$ cat src/rtl/mirfak_pipeline_ctrl.sv
// Mirfak pipeline sequencer: stage enables/clears, PC source, flush FSM.
// Ports: clk_i/rst_i, wb_*/id_* hazard inputs, stage ctrl + stall counter out.
module mirfak_pipeline_ctrl #(
  parameter int unsigned FLUSH_CYCLES = 1,
  parameter int unsigned STALL_CNT_W  = 32
) (
  input  logic                   clk_i,
  input  logic                   rst_i,
  input  logic                   id_load_use_i,
  input  logic                   wb_lsu_busy_i,
  input  logic                   wb_redirect_i,
  input  logic                   wb_exception_i,
  input  logic                   wb_mret_i,
  output logic                   pc_enable_o,
  output logic [1:0]             pc_sel_o,
  output logic                   ifid_enable_o,
  output logic                   ifid_clear_o,
  output logic                   idex_enable_o,
  output logic                   idex_clear_o,
  output logic                   exwb_enable_o,
  output logic                   exwb_clear_o,
  output logic                   flushing_o,
  output logic [STALL_CNT_W-1:0] stall_count_o
);

  typedef enum logic {
    RUN   = 1'b0,
    FLUSH = 1'b1
  } state_t;

  localparam logic [3:0] FLUSH_INIT = 4'(FLUSH_CYCLES);
  localparam logic [STALL_CNT_W-1:0] CNT_ONE =
    {{(STALL_CNT_W-1){1'b0}}, 1'b1};

  state_t state_q, state_d;
  logic [3:0] fcnt_q, fcnt_d;
  logic [STALL_CNT_W-1:0] stall_q;
  logic trap;
  logic stall;

  assign trap  = wb_exception_i | wb_mret_i | wb_redirect_i;
  assign stall = (state_q == RUN) & ~trap
               & (wb_lsu_busy_i | id_load_use_i);

  always_ff @(posedge clk_i or posedge rst_i) begin
    if (rst_i) begin
      state_q <= FLUSH;
      fcnt_q  <= FLUSH_INIT;
    end else begin
      state_q <= state_d;
      fcnt_q  <= fcnt_d;
    end
  end

  always_comb begin
    state_d = state_q;
    fcnt_d  = fcnt_q;
    unique case (state_q)
      RUN: begin
        if (trap) begin
          state_d = FLUSH;
          fcnt_d  = FLUSH_INIT;
        end
      end
      FLUSH: begin
        fcnt_d = fcnt_q - 4'd1;
        if (fcnt_q <= 4'd1) state_d = RUN;
      end
      default: state_d = FLUSH;
    endcase
  end

  // Saturating: holds at all-ones instead of wrapping.
  always_ff @(posedge clk_i or posedge rst_i) begin
    if (rst_i) begin
      stall_q <= '0;
    end else if (stall && (stall_q != '1)) begin
      stall_q <= stall_q + CNT_ONE;
    end
  end

  assign stall_count_o = stall_q;

  always_comb begin
    pc_enable_o   = 1'b0;
    pc_sel_o      = 2'd0;
    ifid_enable_o = 1'b0;
    ifid_clear_o  = 1'b0;
    idex_enable_o = 1'b0;
    idex_clear_o  = 1'b0;
    exwb_enable_o = 1'b0;
    exwb_clear_o  = 1'b0;
    flushing_o    = 1'b0;
    if (rst_i) begin
      ifid_clear_o = 1'b1;
      idex_clear_o = 1'b1;
      exwb_clear_o = 1'b1;
      flushing_o   = 1'b1;
    end else if (state_q == FLUSH) begin
      pc_enable_o  = 1'b1;
      ifid_clear_o = 1'b1;
      idex_clear_o = 1'b1;
      exwb_clear_o = 1'b1;
      flushing_o   = 1'b1;
    end else if (trap) begin
      pc_enable_o  = 1'b1;
      ifid_clear_o = 1'b1;
      idex_clear_o = 1'b1;
      exwb_clear_o = 1'b1;
      if (wb_exception_i)  pc_sel_o = 2'd2;
      else if (wb_mret_i)  pc_sel_o = 2'd3;
      else                 pc_sel_o = 2'd1;
    end else if (wb_lsu_busy_i) begin
      // whole pipe holds: all defaults
    end else if (id_load_use_i) begin
      // freeze PC and IF/ID, bubble into EX
      idex_clear_o  = 1'b1;
      exwb_enable_o = 1'b1;
    end else begin
      pc_enable_o   = 1'b1;
      ifid_enable_o = 1'b1;
      idex_enable_o = 1'b1;
      exwb_enable_o = 1'b1;
    end
  end

endmodule

$ cat config.mk
export PLATFORM = sky130hd
export DESIGN_NAME = mirfak_pipeline_ctrl
export DESIGN_NICKNAME = d
export VERILOG_FILES = /design/src/rtl/mirfak_pipeline_ctrl.sv
export SDC_FILE = /design/constraint.sdc
export NUM_CORES = 1
export LEC_CHECK = 0
export BUFFER_PORTS_ARGS = -buffer_cell sky130_fd_sc_hd__buf_2
export CORE_MARGIN = 2
export CORE_UTILIZATION = 60
export CTS_BUF_LIST = sky130_fd_sc_hd__clkbuf_8
export DETAILED_ROUTE_END_ITERATION = 10
export PLACE_DENSITY_LB_ADDON = 0.25
export REMOVE_ABC_BUFFERS = 1
export SYNTH_ARGS = -nofsm -noshare
export SYNTH_HDL_FRONTEND = slang
export SYNTH_SLANG_ARGS = --single-unit
$ cat constraint.sdc
create_clock -name clk_i -period 3.46 [get_ports clk_i]
set_input_delay 0.519 -clock clk_i [delete_from_list [all_inputs] [get_ports clk_i]]
set_output_delay 0.519 -clock clk_i [all_outputs]
set_load 0.02 [all_outputs]
# --- After elaboration in Yosys (flattened, before gate mapping) ---
# Cells that the tools add are included.
totals:
  wordCells: 47
  in_bits: 7
  out_inout_bits: 42
  reg_bits: 37
op_classes:
  n_eq_ne: 2
  bitwise_logic: 7
  reduce_logical: 1
  muxes: 31
  addsub: 2
  n_lt_le_gt_ge: 1
op_table:
  columns: ["cell", "count"]
  rows:
  - ["adder 32 x 1 -> 32 bit (second input constant)", 1]
  - ["inequality test 32 bit (second input constant)", 1]
  - ["2-to-1 mux 1 bit", 23]
  - ["2-to-1 mux 2 bit", 5]
  - ["one-hot mux 4 bit (2 select lines)", 1]
  - ["less-or-equal comparator 4 x 1 -> 1 bit (second input constant)", 1]
  - ["2-to-1 mux 4 bit", 1]
  - ["subtractor 4 x 1 -> 4 bit (second input constant)", 1]
  - ["OR 1 bit", 3]
  - ["AND 1 bit", 2]
  - ["inequality test 2 bit (second input constant)", 1]
  - ["inverter 1 bit", 2]
  - ["one-hot mux 1 bit (2 select lines)", 1]
  - ["logical AND 1 bit", 1]

# --- Logic depth before layout (Yosys ltp) ---
# Gate-level depths: netlist of the first run.
depth:
  depth_word: 6
  ltp_mapped: 7
  ltp_nobuf: 6

# --- Worst setup path after synthesis of the first run ---
# Ideal clock, no wire load.
synth_path:
  kind: "in2out"
  from: "input rst_i"
  to: "output ifid_enable_o"
  path_buffers: 1
  arrival_ps: 2948
  path_slack_ps: -7
  cell_stages: 6
  t_required_ps: 2941
  path_cell_list: "inv_1 nand2_1 nor2_1 nand2_1 nor3_1 buf_4"
synth_via:
  elab_chain_len: 1
synth_rtl:
  columns: ["element", "line_no", "rtl"]
  rows:
  - ["from (decl)", "8", "input logic rst_i,"]
  - ["2-to-1 mux 1 bit", null, null]
  - ["to (decl)", "16", "output logic ifid_enable_o,"]
# Every way passes these cells.

# --- Final worst setup path of the first run ---
layout_path:
  from: "register stall_q[0], in the netlist stall_count_o[0]"
  to: "register stall_q[1], in the netlist stall_count_o[1]"
layout_via:
  elab_chain_len: 2
  elab_cells_between_ends: 3
  cone_classes: "add/sub: 1; eq/ne: 1; reduce/logical: 1"
layout_rtl:
  columns: ["element", "line_no", "rtl"]
  rows:
  - ["from (decl)", "37", "logic [STALL_CNT_W-1:0] stall_q;"]
  - ["from (signal assigned)", "78", "stall_q <= stall_q + CNT_ONE;"]
  - ["parallel branches: the longest is 2 deep, another holds adder 32 x 1 -> 32 bit", null, null]
# Several ways; the timed one is not identified.
# A chain may end at the register's enable or synchronous reset.

==> summary.md, run 1 <==
| Metric | Value |
|---|---|
| Ys Warns | `0` |
| Final WS setup | `886.5 ps` |
| Peak supply drop | `between 0.0004 and 0.0005 V` |
| CP arrival | `2740 ps` |
| Slowest CP cell | `or4_1` |
| Crit start category | `flop` |
| # Max-Cap Violations | `0` |
| CTS root buf | `clkbuf_8` |
| Vias/cell | `5.550` |
| # IOs | `49` |
| Minimum clock period | `2573 ps` |
| CORE AREA | `3311 um2` |
| ANT nets after route | `0` |
| GRT Residual Overflow | `0` |
| Cell class contributing the biggest share of worst-path delay | `simple AND/OR/NAND/NOR gates` |
| Cell area after synthesis | `2049 um2` |
| Syn avg cell area | `9.997 um2` |
| Synth unique cells | `38` |
| First-pass DRT Iterations | `4` |
| Crit-path max FO | `7` |
| Initial core utilization | `0.6190` |
| Crit-path most repeated cell | `or4_1` |
| Slew @ Worst Pin | `between 600 and 700 ps` |
| Port buffer count | `48` |
| Layout Area Growth over Synthesis | `16.91%` |
| Worst-path cell chain | `ha_1, nand3_1, or4_1, or4_1, nand2_1, mux2_1` |
| Critical path class | `reg -> reg` |
| Layout cell share with drive strength beyond 1 | `0.2813` |
| Initial antenna violation count | `0` |
| Die height | `62.45 um` |
| CP Capture Type | `flop` |
| Final hold vios | `0` |
| # DRC | `0` |
| Power Density | `411.5 nW/um2` |
| Pin count of the biggest net entering global routing | `38` |
| CTS HTree Levels | `2` |
| Place WS | `about 900 ps` |
| Row count | `21` |
| Die Width | `62.45 um` |
| Max_slew headroom | `0.5890` |
| Post_cts resized | `0` |
| Post-CTS Setup Inserts | `0` |
| Total Power | `0.9860 mW` |
| Cts-stage hold buffer count | `0` |
| Flop pwr share | `0.538` |
| Vias in the first global route | `about 1600` |
| FF/Latch Area | `928.4 um2` |
| Setup violators final | `0` |
| Pleak | `1.152 nW` |
| Worst skew pair latency | `slightly below 300 ps` |
| Clock power frac | `0.283` |
| Post-layout nets | `around 270` |
| Worst-path clk slew | `70 ps` |
| Worst hold path type | `in -> async` |
| Fmax | `0.3886 GHz` |
| Comb power frac | `0.179` |
| Detailed Place HPWL | `3.007 mm` |
| Post-synthesis sequential area ratio | `0.4530` |
| Initial DRC Count | `53` |
| WP data required | `roughly 3600 ps` |
| CTS buffer count | `5` |
| CTS sink count | `37` |
| RSZ-0062 raised after global routing | `false` |
| Area of the multi-input gates | `1040 um2` |
| Clock skew | `10.32 ps` |
| Synth Register Bits | `37` |
| Routed vias | `1676` |
| GRT Overall Usage | `0.2317` |
| First-pass GRT wire length | `7.210 mm` |
| Worst Path Buf+Inv | `0` |
| Clock Tree Buf Depth | `2` |
| Post-synth EDFFs | `0` |
| Pint | `0.6890 mW` |
| Mapped Cells | `slightly above 200` |
| Gp weighted congestion | `0.7810` |
| Antenna cells | `0` |
| Status | `completed` |
| Ys async rst share | `1.000` |
| Fill cell count | `271` |
| Switching portion of total power | `0.3012` |
| Slew Viols, Final | `0` |
| Fin Hold WS | `374.9 ps` |
| Switching Power | `just under 0.3 mW` |
| Routed len/inst | `13.47 um` |
| Primary FF master, synth | `dfrtp_1` |
| Final period util | `0.7438` |
| TritonCTS clock tree | `yes` |
| Drt total wl | `4.067 mm` |
| Largest stage delay, worst path | `580 ps` |
| Die Footprint | `between 3000 and 4000 um2` |
## metal layers
| layer | vias up | track usage | share of wire |
|---|---|---|---|
| li1 | 820 | - | - |
| met1 | 802 | 0.3059 | 0.46 |
| met2 | 48 | 0.3858 | 0.47 |
| met3 | 6 | 0.04505 | 0.052 |
| met4 | 0 | 0.07500 | 0.0098 |
| met5 | - | 0 | 0 |
## worst paths after layout
kind	slack, ps	endpoint	from	depth (start not counted)
setup / recovery	890	stall_count_o[1]$_DFFE_PP0P_	stall_count_o[0]$_DFFE_PP0P_	6
hold / removal	370	stall_count_o[14]$_DFFE_PP0P_	rst_i	3
setup reg to reg	890	stall_count_o[1]$_DFFE_PP0P_	stall_count_o[0]$_DFFE_PP0P_	6
hold reg to reg	490	stall_count_o[23]$_DFFE_PP0P_	stall_count_o[23]$_DFFE_PP0P_	1
max in group asynchronous	2740	state_q$_DFF_PP1_	rst_i	3
min in group clk_i	490	stall_count_o[23]$_DFFE_PP0P_	stall_count_o[23]$_DFFE_PP0P_	1
## power by group through the flow
stage | registers [mW] | clock network, mW | logic, mW
2_1_floorplan | 0.542 | 0 | 0.120
3_3_place_gp | 0.536 | 0 | 0.177
3_5_place_dp | 0.538 | 0 | 0.178
4_1_cts | 0.531 | 0.287 | 0.178
5_1_grt | 0.540 | 0.312 | 0.205
6_report | 0.531 | 0.279 | 0.177
## cell usage after synthesis (all sizes together), types with 3 or more instances
cell type  number  share of area
o21ai           3         0.0073
nor4           10          0.059
buf             6          0.020
a21oi           3         0.0073
nor3           12          0.032
or4             5          0.020
nor2           24          0.044
nand2b          3         0.0092
dfrtp          35           0.43
nand4           9          0.031
and3            5          0.015
nand3          16          0.042
nand2          16          0.029
mux2            3          0.016
xor2           14          0.060
xnor2          13          0.056
ha              3          0.018
inv            11          0.020
## worst register-to-register path: stages (launching register included)
cell,delay [ps]
dfrtp_1,460
ha_1,240
nand3_1,120
or4_1,550
or4_1,580
nand2_1,180
mux2_1,320
## layout make-up
type | instances | area share
Inverter | 11 | 0.01723
Sequential cell | 37 | 0.3875
Tap cell | 46 | 0.02402
Multi-Input combinational cell | 151 | 0.4339
Timing Repair Buffer | 49 | 0.1034
Clock buffer | 5 | 0.02872
Clock inverter | 3 | 0.005222
## cells by family (layout without fill, tap and decap cells)
family	count (synthesis)	count (layout)	share of synthesized area
AO/OA/AOI/OAI	11	11	0.05006
buffers and inverters	17	68	0.03968
AND/OR/NAND/NOR	106	106	0.3022
multiplexers	4	4	0.02137
XOR/XNOR	27	27	0.1154
adder cells (fa/ha/maj)	3	3	0.01832
flip-flops	37	37	0.4530
## through the flow
stage | util | TNS (ps) | std cells | instance area, um2
2_1_floorplan | - | -452.9 | 199 | 2009
3_3_place_gp | 0.6992 | 0 | 294 | 2315
3_5_place_dp | 0.6992 | 0 | 294 | 2315
4_1_cts | 0.7237 | 0 | 302 | 2396
5_1_grt | 0.7237 | 0 | 302 | 2396
6_report | 0.7237 | 0 | 302 | 2396
## placed cells by master (no fill, tap or decap), types with 2 or more instances in the layout
| master | n |
|---|---|
| o21ai_0 | 3 |
| and3_1 | 5 |
| nand4_1 | 8 |
| a31oi_1 | 2 |
| inv_1 | 13 |
| a21oi_1 | 3 |
| nor3_1 | 11 |
| nand2b_1 | 3 |
| clkbuf_8 | 5 |
| nor4_4 | 3 |
| dfstp_2 | 2 |
| mux2_2 | 2 |
| nand3_1 | 15 |
| nor2_1 | 24 |
| buf_2 | 48 |
| xor2_1 | 14 |
| ha_1 | 3 |
| nor4_2 | 2 |
| nor4b_1 | 2 |
| xnor2_1 | 13 |
| nand2_1 | 16 |
| or4_1 | 4 |
| dfrtp_1 | 35 |
| nor4_1 | 5 |
| or2_2 | 2 |
## sequential cells by signal, summed over array words and instances, names as in the netlist
name and flops:
stall_count_o 32, fcnt_q 4, state_q 1
Power figures use the tool's default switching activity.
==> run 2, diff against run 1 <==
Settings changed: CORE_UTILIZATION 60 to 55.
Clock period 3.46 ns to 2.65 ns, I/O delays scaled along.
==> run 2 against run 1 <==
Sequential power is 30% higher; fmax increased by 5.4%; critical path type unchanged; total power increased by 38%; highest routed layer unchanged; routed wire length is 6.6% higher; first-iteration DRC count up 72%.
==> summary.md, run 2 (synthesis gave the netlist of run 1 again) <==
| Metric | Value |
|---|---|
| Final hold vios | `0 (unchanged)` |
| Fin Hold WS | `254.5 ps (was 374.9 ps)` |
| Crit start category | `flop (unchanged)` |
| Layout cell share with drive strength beyond 1 | `0.3065 (was 0.2813)` |
| Flop pwr share | `0.507 (was 0.538)` |
| Row count | `22 (was 21)` |
| CP Capture Type | `flop (unchanged)` |
| # DRC | `0 (unchanged)` |
| Worst Path Buf+Inv | `0 (unchanged)` |
| Die height | `65.05 um (was 62.45 um)` |
| Total Power | `1.362 mW (was 0.9860 mW)` |
| Switching portion of total power | `0.2959 (was 0.3012)` |
| Vias/cell | `5.521 (was 5.550)` |
| Peak supply drop | `0.0003919 V (was 0.0004573 V)` |
| Post-layout nets | `270 (was 265)` |
| Initial antenna violation count | `0 (unchanged)` |
| Drt total wl | `4.334 mm (was 4.067 mm)` |
| Worst-path cell chain | `ha_1, nand3_1, or4_1, or4_4, nand2_1, mux2_1 (was ha_1, nand3_1, or4_1, or4_1, nand2_1, mux2_1)` |
| Status | `completed (unchanged)` |
| Crit-path max FO | `7 (unchanged)` |
| Worst hold path type | `in -> async (unchanged)` |
| Leading cell type in the layout, fill and taps excluded | `buf_2 (unchanged)` |
| CORE AREA | `3633 um2 (was 3311 um2)` |
| Final period util | `0.9210 (was 0.7438)` |
| Comb power frac | `0.176 (was 0.179)` |
| Critical path origin | `stall_count_o[0]$_DFFE_PP0P_ (unchanged)` |
| Worst-path clk slew | `70 ps (about the same)` |
| Cell class contributing the biggest share of worst-path delay | `simple AND/OR/NAND/NOR gates (unchanged)` |
| GRT Residual Overflow | `0 (unchanged)` |
| Pleak | `1.182 nW (was 1.152 nW)` |
| Slowest CP cell | `or4_1 (unchanged)` |
| Worst skew pair latency | `290 ps (about the same)` |
| Slew Viols, Final | `0 (unchanged)` |
| Routed len/inst | `14.03 um (was 13.47 um)` |
| Post-Place Cell Area | `2355 um2 (was 2315 um2)` |
| CP arrival | `2620 ps (was 2740 ps)` |
| WP data required | `2830 ps (was 3630 ps)` |
| Switching Power | `0.4031 mW (was 0.2970 mW)` |
| Clock Tree Buf Depth | `2 (unchanged)` |
| CTS buffer count | `5 (unchanged)` |
| First-pass GRT wire length | `7.169 mm (was 7.210 mm)` |
| Vias in the first global route | `1562 (was 1587)` |
| Post-route cell area | `2460 um2 (was 2396 um2)` |
| Most frequent cells in the layout | `buf_2, dfrtp_1, nor2_1, nand2_1, nand3_1 (unchanged)` |
| TritonCTS clock tree | `yes (unchanged)` |
| Largest stage delay, worst path | `550 ps (was 580 ps)` |
| Pint | `0.9592 mW (was 0.6890 mW)` |
| Antenna cells | `0 (unchanged)` |
| Max_slew headroom | `0.6412 (was 0.5890)` |
| Slew @ Worst Pin | `533.3 ps (was 614.4 ps)` |
| RSZ-0062 raised after global routing | `false (unchanged)` |
| Clock power frac | `0.317 (was 0.283)` |
| CTS sink count | `37 (unchanged)` |
| Die Width | `65.05 um (was 62.45 um)` |
| Die Footprint | `4231 um2 (was 3899 um2)` |
| Minimum clock period | `2441 ps (was 2573 ps)` |
| Pin count of the biggest net entering global routing | `38 (unchanged)` |
| Power Density | `553.8 nW/um2 (was 411.5 nW/um2)` |
| CTS root buf | `clkbuf_8 (unchanged)` |
| # IOs | `49 (unchanged)` |
| Clock skew | `4.324 ps (was 10.32 ps)` |
| R2r startpoint | `stall_count_o[0]$_DFFE_PP0P_ (unchanged)` |
| # Max-Cap Violations | `0 (unchanged)` |
| CTS HTree Levels | `2 (unchanged)` |
| Max reg flops | `32 (unchanged)` |
| Layout Area Growth over Synthesis | `20.02% (was 16.91%)` |
| Critical path class | `reg -> reg (unchanged)` |
| Routed vias | `1706 (was 1676)` |
| Port buffer count | `48 (unchanged)` |
| ANT nets after route | `0 (unchanged)` |
| Fmax | `0.4097 GHz (was 0.3886 GHz)` |
| Detailed Place HPWL | `3.150 mm (was 3.007 mm)` |
| Initial core utilization | `0.5640 (was 0.6190)` |
| Gp weighted congestion | `0.8471 (was 0.7810)` |
| First-pass DRT Iterations | `4 (unchanged)` |
| Setup violators final | `0 (unchanged)` |
| GRT Overall Usage | `0.2224 (was 0.2317)` |
| Initial DRC Count | `91 (was 53)` |
## run 2: power by group through the flow
stage / logic [mW] / clock network, mW / registers [mW]
final: 0.240 / 0.432 / 0.690
after global placement: 0.236 / 0 / 0.696
after global routing: 0.270 / 0.470 / 0.699
after floorplan: 0.156 / 0 / 0.708
after detailed placement: 0.242 / 0 / 0.700
after CTS: 0.242 / 0.442 / 0.690
## run 2: repair_timing
action	4_1_cts	5_1_grt
resized for setup	0	1
hold buffers	0	0
buffers inserted	0	0
endpoints found under the setup margin	0	1
## run 2: path summary, 6_finish.rpt
kind / slack, ps / to / cells after the start
worst max-delay path: 210 / stall_count_o[1]$_DFFE_PP0P_ / 6
worst min-delay path: 250 / stall_count_o[0]$_DFFE_PP0P_ / 3
worst max register to register: 210 / stall_count_o[1]$_DFFE_PP0P_ / 6
worst min register to register: 500 / stall_count_o[20]$_DFFE_PP0P_ / 1
max in group asynchronous: 2050 / fcnt_q[0]$_DFFE_PP1P_ / 3
min in group clk_i: 420 / fcnt_q[3]$_DFFE_PP0P_ / 4
## run 2: worst min-delay path, stage by stage
cell and delay [ps]:
buf_2 110, inv_1 70, buf_4 410
## run 2: per-layer routing
metal / up-vias / global-route usage / part of all wire
li1: 833 / - / -
met1: 804 / 0.2904 / 0.45
met2: 59 / 0.3621 / 0.48
met3: 10 / 0.05035 / 0.054
met4: 0 / 0.08333 / 0.020
met5: - / 0 / 0
## run 2: layout make-up
type / instances / area (um2)
fillers: 296 / 1174
multi-input cells: 151 / 1044
flip-flops and latches: 37 / 928.4
repair buffers: 54 / 285.3
clock buffers: 7 / 96.34
well taps: 48 / 60.06
inverters: 11 / 41.29
clock inverters: 1 / 5.005
## run 2: stage by stage
stage | util | setup TNS (ps) | setup WS (ps) | std cells
6_report | 0.6770 | 0 | 209.4 | 309
5_1_grt | 0.6770 | 0 | 96.71 | 309
4_1_cts | 0.6760 | 0 | 123.9 | 309
3_5_place_dp | 0.6481 | 0 | 147.4 | 301
3_3_place_gp | 0.6481 | 0 | 236.5 | 301
2_1_floorplan | - | -1819 | -793.4 | 199
==> run 3, diff against run 2 <==
Settings changed: CORE_ASPECT_RATIO set to 0.75.
==> run 3 against run 2 <==
Register-to-register slack lost 70 ps; clock power is 16% higher; combinational power increased by 8.7%; routed wire length grew 2.7%; first-iteration DRC count up 2.2%; count of clock-buffer cells in the layout is 1 lower; flip-flop and latch count did not move; utilization grew 1.0 points; fmax fell by 2.8%; worst setup slack worse by 69 ps; non-clock buffer count rose by 1; total power rose by 6.3%; critical path type unchanged.
==> summary.md, run 3 (synthesis gave the netlist of run 1 again) <==
| Metric | Value |
|---|---|
| Max reg flops | `32 (unchanged)` |
| First-pass DRT Iterations | `4 (unchanged)` |
| Cts-stage hold buffer count | `0 (unchanged)` |
| Vias in the first global route | `1542 (was 1562)` |
| Routed vias | `1691 (was 1706)` |
| Layout cell share with drive strength beyond 1 | `0.3015 (was 0.3065)` |
| Status | `completed (unchanged)` |
| Post-CTS Setup Inserts | `0 (unchanged)` |
| Leading cell type in the layout, fill and taps excluded | `buf_2 (unchanged)` |
| GRT Overall Usage | `0.2383 (was 0.2224)` |
| Finished Core Util | `0.6873 (was 0.6770)` |
| CTS sink count | `37 (unchanged)` |
| Cell total after placement | `306 (was 301)` |
| Post-Place Cell Area | `2367 um2 (was 2355 um2)` |
| Row count | `19 (was 22)` |
| First-pass GRT wire length | `7.576 mm (was 7.169 mm)` |
| Area of the multi-input gates | `1040 um2 (was 1044 um2)` |
| Clock skew | `8.593 ps (was 4.324 ps)` |
| Pin count of the biggest net entering global routing | `38 (unchanged)` |
| Busiest grt layer | `met1 (was met2)` |
| Pleak | `1.194 nW (was 1.182 nW)` |
| Port buffer count | `48 (unchanged)` |
| Slew @ Worst Pin | `525.5 ps (was 533.3 ps)` |
| Drt total wl | `4.452 mm (was 4.334 mm)` |
| Routed len/inst | `14.18 um (was 14.03 um)` |
| Worst reg2reg path depth | `6 (unchanged)` |
| CP arrival | `2680 ps (was 2620 ps)` |
| Gp weighted congestion | `0.7809 (was 0.8471)` |
| Clock Tree Buf Depth | `2 (unchanged)` |
| Crit start category | `flop (unchanged)` |
| CP Capture Type | `flop (unchanged)` |
| Post-route cell area | `2484 um2 (was 2460 um2)` |
| # DRC | `0 (unchanged)` |
| Worst-path clk slew | `70 ps (about the same)` |
| Met2 usage | `0.3148 (was 0.3621)` |
| CTS buffer count | `5 (unchanged)` |
| CTS HTree Levels | `2 (unchanged)` |
| Global routing usage on met1 | `0.3661 (was 0.2904)` |
| WP data required | `2820 ps (was 2830 ps)` |
| Worst skew pair latency | `300 ps (was 290 ps)` |
| Final std cells w/o fill | `314 (was 309)` |
| Max_slew headroom | `0.6484 (was 0.6412)` |
| Slew Viols, Final | `0 (unchanged)` |
| Detailed Place HPWL | `3.286 mm (was 3.150 mm)` |
| Antenna cells | `0 (unchanged)` |
| Final period util | `0.9471 (was 0.9210)` |
| Reg2Reg Setup Slack | `140 ps (was 210 ps)` |
| Post-layout nets | `271 (was 270)` |
| Fmax | `0.3984 GHz (was 0.4097 GHz)` |
| Crit-path max FO | `7 (unchanged)` |
| TritonCTS clock tree | `yes (unchanged)` |
| Critical path class | `reg -> reg (unchanged)` |
| Final hold vios | `0 (unchanged)` |
| GRT Residual Overflow | `0 (unchanged)` |
| ANT nets after route | `0 (unchanged)` |
| FF/Latch Area | `928.4 um2 (unchanged)` |
| Worst hold path type | `in -> async (unchanged)` |
| Vias/cell | `5.385 (was 5.521)` |
| Post_cts resized | `0 (unchanged)` |
| Power Density | `583.0 nW/um2 (was 553.8 nW/um2)` |
| CTS root buf | `clkbuf_8 (unchanged)` |
| Initial core utilization | `0.5672 (was 0.5640)` |
| Die Width | `74.49 um (was 65.05 um)` |
| Fin Hold WS | `255.4 ps (was 254.5 ps)` |
| Most frequent cells in the layout | `buf_2, dfrtp_1, nor2_1, nand2_1, nand3_1 (unchanged)` |
| CORE AREA | `3613 um2 (was 3633 um2)` |
| # IOs | `49 (unchanged)` |
| Initial antenna violation count | `0 (unchanged)` |
| Initial DRC Count | `93 (was 91)` |
| Minimum clock period | `2510 ps (was 2441 ps)` |
| Peak supply drop | `0.0005463 V (was 0.0003919 V)` |
| Die Footprint | `4236 um2 (was 4231 um2)` |
| RSZ-0062 raised after global routing | `false (unchanged)` |
| Layout Area Growth over Synthesis | `21.18% (was 20.02%)` |
| Met3 usage | `0.06104 (was 0.05035)` |
| # Max-Cap Violations | `0 (unchanged)` |
| Fill cell count | `303 (was 296)` |
| Setup violators final | `0 (unchanged)` |
| Die height | `56.87 um (was 65.05 um)` |
==> run 3: per-stage QoR <==
stage / worst slack [ps] / setup TNS (ps) / total power, mW
floorplan: -793.4 / -1819 / 0.8641
global placement: 188.6 / 0 / 0.9471
detailed placement: 151.1 / 0 / 0.9572
CTS: 138.4 / 0 / 1.459
global route: 41.39 / 0 / 1.527
finish: 140.1 / 0 / 1.448
==> run 3: critical path: stages, from the launching register on <==
cell	delay [ps]
dfrtp_1	470
ha_1	270
nand3_1	140
or4_1	550
or4_1	500
nand2_1	150
mux2_1	320
==> run 3: power by group <==
part	switching [mW]	internal, mW	total [mW]
combinational	0.155	0.106	0.261
clock	0.200	0.303	0.503
sequential	0.0565	0.627	0.684
==> run 3: layout make-up <==
cell class                 count  area share
inverter                      11     0.01662
clock inverter                 2     0.01360
tap                           52     0.02620
timing repair buffer          55      0.1179
multi-input combinational    151      0.4186
sequential                    37      0.3738
clock buffer                   6     0.03325
==> run 3: layer usage <==
layer | routed length (um) | up-vias | share of wire
li1 | - | 844 | -
met1 | 2241 | 797 | 0.50
met2 | 1929 | 38 | 0.43
met3 | 212 | 12 | 0.048
met4 | 69 | 0 | 0.015
met5 | 0 | - | 0
==> run 3: final timing paths <==
check	endpoint	startpoint
setup / recovery	stall_count_o[1]$_DFFE_PP0P_	stall_count_o[1]$_DFFE_PP0P_
hold / removal	stall_count_o[19]$_DFFE_PP0P_	rst_i
setup reg to reg	stall_count_o[1]$_DFFE_PP0P_	stall_count_o[1]$_DFFE_PP0P_
hold reg to reg	stall_count_o[23]$_DFFE_PP0P_	stall_count_o[23]$_DFFE_PP0P_
max in group asynchronous	state_q$_DFF_PP1_	rst_i
min in group clk_i	state_q$_DFF_PP1_	wb_redirect_i
